--- src/rtl/alu_cmd_master.sv ---
// Host-side initiator for the UART ALU command protocol: ships A, B and the opcode
// as three UART bytes, then waits (with timeout) for the single result byte.
module alu_cmd_master #(
  parameter int TIMEOUT_CYCLES = 1000000,
  parameter int CNT_W          = 20
) (
  input  logic       clk,
  input  logic       rst,
  input  logic       i_req_valid,
  output logic       o_req_ready,
  input  logic [7:0] i_a,
  input  logic [7:0] i_b,
  input  logic [5:0] i_opcode,
  output logic       o_tx_start,
  output logic [7:0] o_tx,
  input  logic       i_tx_done,
  input  logic       i_rx_done,
  input  logic [7:0] i_rx,
  output logic [7:0] o_result,
  output logic       o_result_valid,
  output logic       o_timeout,
  output logic       o_busy
);

  typedef enum logic [1:0] {
    IDLE    = 2'd0,
    SEND    = 2'd1,
    TX_BUSY = 2'd2,
    RX_WAIT = 2'd3
  } state_t;

  localparam logic [CNT_W-1:0] CNT_LAST = CNT_W'(TIMEOUT_CYCLES - 1);

  state_t           state_r, state_s;
  logic [7:0]       a_r, a_s, b_r, b_s;
  logic [5:0]       op_r, op_s;
  logic [1:0]       idx_r, idx_s;
  logic             acc_r, acc_s;
  logic [CNT_W-1:0] cnt_r, cnt_s;
  logic [7:0]       tx_r, tx_s, result_r, result_s;
  logic             tx_start_r, tx_start_s, result_valid_r, result_valid_s;
  logic             timeout_r, timeout_s, ready_r, ready_s, busy_r, busy_s;

  function automatic logic [7:0] select_byte(input logic [1:0] idx, input logic [7:0] a,
                                             input logic [7:0] b, input logic [5:0] op);
    logic [7:0] sel;
    case (idx)
      2'd0:    sel = a;
      2'd1:    sel = b;
      2'd2:    sel = {2'b00, op};
      default: sel = 8'h00;
    endcase
    return sel;
  endfunction

  // Next-state and registered-output logic
  always_comb begin
    state_s        = state_r;
    a_s            = a_r;
    b_s            = b_r;
    op_s           = op_r;
    idx_s          = idx_r;
    acc_s          = acc_r;
    cnt_s          = cnt_r;
    tx_s           = tx_r;
    tx_start_s     = 1'b0;
    result_s       = result_r;
    result_valid_s = 1'b0;
    timeout_s      = 1'b0;
    case (state_r)
      IDLE: begin
        if (i_req_valid) begin
          a_s     = i_a;
          b_s     = i_b;
          op_s    = i_opcode;
          idx_s   = 2'd0;
          state_s = SEND;
        end else begin
          state_s = IDLE;
        end
      end
      SEND: begin
        if (i_tx_done) begin
          tx_s       = select_byte(idx_r, a_r, b_r, op_r);
          tx_start_s = 1'b1;
          acc_s      = 1'b0;
          state_s    = TX_BUSY;
        end else begin
          state_s = SEND;
        end
      end
      TX_BUSY: begin
        // acc_r marks that the TX has dropped done, i.e. taken our byte
        if (!acc_r) begin
          acc_s = ~i_tx_done;
        end else if (i_tx_done) begin
          if (idx_r == 2'd2) begin
            cnt_s   = {CNT_W{1'b0}};
            state_s = RX_WAIT;
          end else begin
            idx_s   = idx_r + 2'd1;
            state_s = SEND;
          end
        end else begin
          state_s = TX_BUSY;
        end
      end
      RX_WAIT: begin
        cnt_s = cnt_r + {{(CNT_W-1){1'b0}}, 1'b1};
        if (i_rx_done) begin
          result_s       = i_rx;
          result_valid_s = 1'b1;
          state_s        = IDLE;
        end else if (cnt_r == CNT_LAST) begin
          timeout_s = 1'b1;
          state_s   = IDLE;
        end else begin
          state_s = RX_WAIT;
        end
      end
      default: state_s = IDLE;
    endcase
    ready_s = (state_s == IDLE);
    busy_s  = (state_s != IDLE);
  end

  // State and output registers
  always_ff @(posedge clk or negedge rst) begin
    if (!rst) begin
      state_r        <= IDLE;
      a_r            <= 8'h00;
      b_r            <= 8'h00;
      op_r           <= 6'h00;
      idx_r          <= 2'd0;
      acc_r          <= 1'b0;
      cnt_r          <= {CNT_W{1'b0}};
      tx_r           <= 8'h00;
      tx_start_r     <= 1'b0;
      result_r       <= 8'h00;
      result_valid_r <= 1'b0;
      timeout_r      <= 1'b0;
      ready_r        <= 1'b1;
      busy_r         <= 1'b0;
    end else begin
      state_r        <= state_s;
      a_r            <= a_s;
      b_r            <= b_s;
      op_r           <= op_s;
      idx_r          <= idx_s;
      acc_r          <= acc_s;
      cnt_r          <= cnt_s;
      tx_r           <= tx_s;
      tx_start_r     <= tx_start_s;
      result_r       <= result_s;
      result_valid_r <= result_valid_s;
      timeout_r      <= timeout_s;
      ready_r        <= ready_s;
      busy_r         <= busy_s;
    end
  end

  assign o_req_ready    = ready_r;
  assign o_tx_start     = tx_start_r;
  assign o_tx           = tx_r;
  assign o_result       = result_r;
  assign o_result_valid = result_valid_r;
  assign o_timeout      = timeout_r;
  assign o_busy         = busy_r;

endmodule
--- config.mk ---
export PLATFORM = sky130hd
export DESIGN_NAME = alu_cmd_master
export DESIGN_NICKNAME = d
export VERILOG_FILES = /design/src/rtl/alu_cmd_master.sv
export SDC_FILE = /design/constraint.sdc
export NUM_CORES = 1
export LEC_CHECK = 0
export BUFFER_PORTS_ARGS = -buffer_cell sky130_fd_sc_hd__buf_2
export CORE_MARGIN = 4
export CORE_UTILIZATION = 45
export DETAILED_ROUTE_END_ITERATION = 10
export GPL_ROUTABILITY_DRIVEN = 0
export GPL_TIMING_DRIVEN = 0
export PLACE_DENSITY = 0.67
export SETUP_SLACK_MARGIN = 0.1
export SYNTH_ARGS = -nofsm -noshare
export SYNTH_HDL_FRONTEND = slang
export SYNTH_SLANG_ARGS = --single-unit
--- constraint.sdc ---
create_clock -name clk -period 3.5 [get_ports clk]
set_input_delay 0.175 -clock clk [delete_from_list [all_inputs] [get_ports clk]]
set_output_delay 0.175 -clock clk [all_outputs]
set_load 0.005 [all_outputs]
Yosys cells after proc, flatten, opt, wreduce, memory -nomap -nowiden
Cells that the tools add are included.

Equal/unequal tests: 12. Multiplexer cells: 28. Bitwise gates (word level): 1. Reductions and logical operators: 13. Add/subtract/negate cells: 2.

Operator list (count): 20-bit 2-to-1 mux (3); 20-bit one-hot mux with 2 select lines (1); 8-bit one-hot mux with 3 select lines (1); 20-bit by 1-bit adder with 20-bit output (second input constant) (1); 20-bit equality test (second input constant) (1); 2-bit 2-to-1 mux (10); 2-bit != test (second input constant) (6); 1-bit 2-to-1 mux (10); 2-bit one-hot mux with 4 select lines (1); 2-bit AND reduction (4); 2-bit nonzero test (4); 2-bit equality test (second input constant) (3); 2-bit zero test (3); 5-bit AND reduction (1); 2-bit by 1-bit equality test with 1-bit output (second input constant) (2); 2-bit one-hot mux with 2 select lines (1); 4-bit AND reduction (1); 2-bit by 1-bit adder with 2-bit output (second input constant) (1); 1-bit one-hot mux with 2 select lines (1); 1-bit inverter (1).

Output and inout port bits: 21. Register bits: 68. Input port bits: 35. Logic and storage cells: 70.

Logic depth before layout (Yosys ltp)
Depth in word-level cells: 6. Gate-level depth with buffers: 7. Gate-level depth less buffers: 6.

Least setup slack after synthesis
OpenSTA, ideal clock, no wires.

Path type: flip-flop to flip-flop. From: register cnt_r[15]. To: register ready_r, in the netlist o_req_ready. Required time: 3.438 ns. Slack: 1.802 ns. Setup time: 0.062 ns. Clock period less this slack: 1.698 ns. Stages on the path, launching flop included: 5. Data arrival time: 1.636 ns. Path buffers: 0. Path through: dfrtp_1 -> or4_1 -> or4_4 -> o21ai_4 -> and3_1.

Longest elaborated chain between the ends: 5.

Ends and longest elaborated chain: start: declaration (RTL line 39) `logic [CNT_W-1:0] cnt_r, cnt_s;`; start signal: assignment (RTL line 136) `cnt_r <= {CNT_W{1'b0}};`; start signal: assignment (RTL line 151) `cnt_r <= cnt_s;`; 20-bit equality test (RTL line 114) `end else if (cnt_r == CNT_LAST) begin`; 2-bit 2-to-1 mux (RTL line 114); 2-bit 2-to-1 mux (RTL line 110) `if (i_rx_done) begin`; 2-bit one-hot mux with 4 select lines (RTL line 70) `case (state_r)`; 2-bit zero test (RTL line 123) `ready_s = (state_s == IDLE);`; named net ready_s (RTL line 42) `logic timeout_r, timeout_s, ready_r, ready_s, busy_r, busy_s;`; end signal: assignment (RTL line 157) `ready_r <= ready_s;`; end: declaration (RTL line 42).

The timed path passes the listed nets, and every way through them passes these cells. A chain may end at the register's enable or synchronous reset.

Worst setup path after layout
From: register idx_r[0]. To: register cnt_r[3].

Longest elaborated chain between the ends: 3.

Ends and longest elaborated chain: start: declaration (RTL line 37) `logic [1:0] idx_r, idx_s;`; start signal: assignment (RTL line 149) `idx_r <= idx_s;`; 2-bit equality test (RTL line 97) `if (idx_r == 2'd2) begin`; 2-bit != test (no source line); 4-bit AND reduction (no source line).

Every way passes these cells.

==> flow_metrics.tcl <==
set metrics [dict create \
    setup-tns-final_ps 0 \
    die_w_microns 89.49 \
    finClkSkew_ps 7.793 \
    slowest_stage "o21ai_0" \
    nFillCells 565 \
    async_flop_share_pct 100.0 \
    initial_core_util_pct 46.79 \
    synth_area_per_cell_sq_um 11.76 \
    path_clk_slew_ps 70 \
    crit_chain "inv_1 -> ha_1 -> clkbuf_1 -> and3_1 -> o21ai_0 -> o21ai_0 -> o21ai_0" \
    die_y_microns 89.49 \
    place_area_sq_um 3362 \
    crit_arrival_ps 2390 \
    wl_per_cell_microns 15.33 \
    status "completed" \
    pre_cts_slack_ps 1447 \
    rsz0062_at_grt "no" \
    vias 2263 \
    ys_warn_count 0 \
    cap_viol_max_count 0 \
    startpoint_type "register" \
    yosys-top-cells-area "dfrtp_1, mux2_2, nand2_1" \
    grt_pass1_wl_microns 10300 \
    synth_top_area_share_pct 56.11 \
    cts_tree "yes" \
    crit_path_max_fanout 9 \
    worst_setup_path_end_kind "register" \
    placed_cells 386 \
    worst_slew_pin_slew_ps 835.3 \
    slew_viol_final 0 \
    fin_util_pct 55.98 \
    synth_cell_types 38 \
    yosysTopAreaCell "dfrtp_1" \
    regArea_sq_um 1703 \
    worstSetupPathType "register to register" \
    dieArea_sq_um 8008 \
    crit_path_max_incr_delay_ps 560 \
    drc 0 \
    clockRootBuffer "clkbuf_8" \
    cts_sinks 68 \
    cts_resized 0 \
    finalCritPeriodShare_pct 61.41 \
    drive_gt1_share_pct 33.85 \
    numCtsBuffers 9 \
    ant_nets 0 \
    period_needed_ps 2149 \
    fin_nets 361 \
    num_rows 29 \
    h-tree-depth 3 \
    multi_input_area_sq_um 1211 \
    synth_cells 254 \
    hp-class "primary input to register" \
    fmax_mhz 465.2 \
    coreArea_sq_um 6386 \
    port_buffers 55 \
    syn-num-nets 294 \
    grt_pass1_vias 2200 \
    worstPathRequired_ps 3750 \
    firstDrtPassIters 4 \
    synth-main-ff-cell "dfrtp_1" \
    antenna_found_initial 0 \
    synth_edf_count 0 \
    yosysSeqAreaShare_pct 56.99 \
    ys_seq_elements 68 \
    track_usage_pct 16.88 \
    antenna_cells 0 \
    finalSetupViolCount 0 \
    ioPinCount 56 \
    ir_drop_uv 415.5 \
    drtIter0Drc 127 \
    synth.cell_area_sq_um 2988 \
    overflow 0 \
    hold_viol_final 0 \
    final.setup.worst_slack_ps 1351 \
    clockBufferDepth 2 \
    vias_per_cell 5.629 \
    clk_latency_ps 330 \
    slew_headroom_pct 44.32 \
    powerDensity_nw_per_um2 833.7 \
    grt_max_degree 69 \
    final_cells 402 \
    p_leak_nw 1.678 \
    power_mw 2.980 \
    dp_hpwl_microns 4319 \
    timing.critical_path.mode_cell "o21ai_0" \
    holdWs_ps 43.61 \
    final_area_sq_um 3575 \
    synthToLayoutAreaGrowth_pct 19.64 \
    post_cts_buffers 0 \
    routed_wl_microns 6162 \
]
==> cell usage in the layout (no fill, tap or decap), drive strengths merged <==
master	synthesis	routed
dfrtp	67	67
buf	7	62
nand2	31	31
mux2	30	30
o21ai	24	24
clkbuf	4	18
nand4	8	8
o31ai	8	8
inv	7	7
nand3	7	7
a222oi	6	6
nor2	5	5
o211ai	5	5
ha	5	5
and3	5	5
mux2i	4	4
a31oi	3	3
a21oi	3	3
or4	3	3
or2	2	2
nand4bb	2	2
nand2b	2	2
and2	2	2
o41ai	2	2
or3	2	2
a22oi	2	2
and4	1	1
and4b	1	1
nor3	1	1
nor4	1	1
a41oi	1	1
a22o	1	1
o311ai	1	1
bufinv	0	1
dlygate4sd3	0	1
dfstp	1	1
==> repair_timing <==
action	in CTS	in global routing
endpoints found under the setup margin	0	0
hold endpoints to repair	67	0
hold buffers	1	0
==> synthesized netlist by cell type (4+ instances only) <==
cell and number:
dfrtp_1 67, a222oi_1 6, inv_1 7, nand4_1 8, o211ai_1 5, mux2_2 30, nand2_1 31, nor2_1 5
o31ai_1 8, and3_1 4, o21ai_0 23, buf_2 5, ha_1 5, clkbuf_1 4, nand3_1 7, mux2i_1 4
==> area by class of cell <==
| class | count | area share (%) |
|---|---|---|
| inverters | 7 | 0.7350 |
| clock inverters | 1 | 0.8400 |
| multi-input cells | 168 | 33.88 |
| plain buffers | 11 | 1.330 |
| well taps | 77 | 2.695 |
| clock buffers | 14 | 4.830 |
| flip-flops and latches | 68 | 47.64 |
| repair buffers | 56 | 8.050 |
==> flip-flops by register name (all words and copies together) (netlist names) <==
| name | cells |
|---|---|
| o_timeout | 1 |
| o_result | 8 |
| o_result_valid | 1 |
| op_r | 6 |
| idx_r | 2 |
| o_busy | 1 |
| a_r | 8 |
| o_tx | 8 |
| cnt_r | 20 |
| b_r | 8 |
| o_req_ready | 1 |
| acc_r | 1 |
| o_tx_start | 1 |
| state_r | 2 |
==> layer usage <==
metal	track usage (%)	routed length, microns	vias up
li1	-	-	1081
met1	23.36	2882	1115
met2	25.39	2841	60
met3	4.885	367	7
met4	6.089	70	0
met5	0	0	-
==> power breakdown <==
part | switching (mW) | internal, mW
registers | 0.251 | 1.14
clock network | 0.271 | 0.385
logic | 0.468 | 0.467
total | 0.989 | 1.99
==> critical path: cells and delay by family (launching register included) <==
| family | cells | cell delay [ps] |
|---|---|---|
| compound gates | 3 | 900 |
| fa+ha+maj | 1 | 190 |
| buf+inv | 2 | 330 |
| flops | 1 | 400 |
| simple gates | 1 | 240 |
==> final timing paths <==
kind	startpoint	end	slack [ps]	cells past startpoint
worst max-delay path	idx_r[0]	cnt_r[3]	1350	7
worst min-delay path	i_rx_done	o_timeout	40	2
worst max register to register	idx_r[0]	cnt_r[3]	1350	7
worst min register to register	o_tx[7]	o_tx[7]	480	2
max in group asynchronous	rst	cnt_r[0]	2460	2
min in group asynchronous	rst	cnt_r[16]	490	2
==> kinds of logic (layout without fill, tap and decap cells) <==
| family | count (synthesis) | after routing | share of synthesized area [%] |
|---|---|---|---|
| and+or+nand+nor | 73 | 73 | 12.77 |
| DFF | 68 | 68 | 56.99 |
| AOI/OAI and AO/OA | 56 | 56 | 13.02 |
| muxes | 34 | 34 | 12.65 |
| buffers and inverters | 18 | 89 | 2.471 |
| adders and majority gates | 5 | 5 | 2.094 |
(Power assumes the default switching activity.)
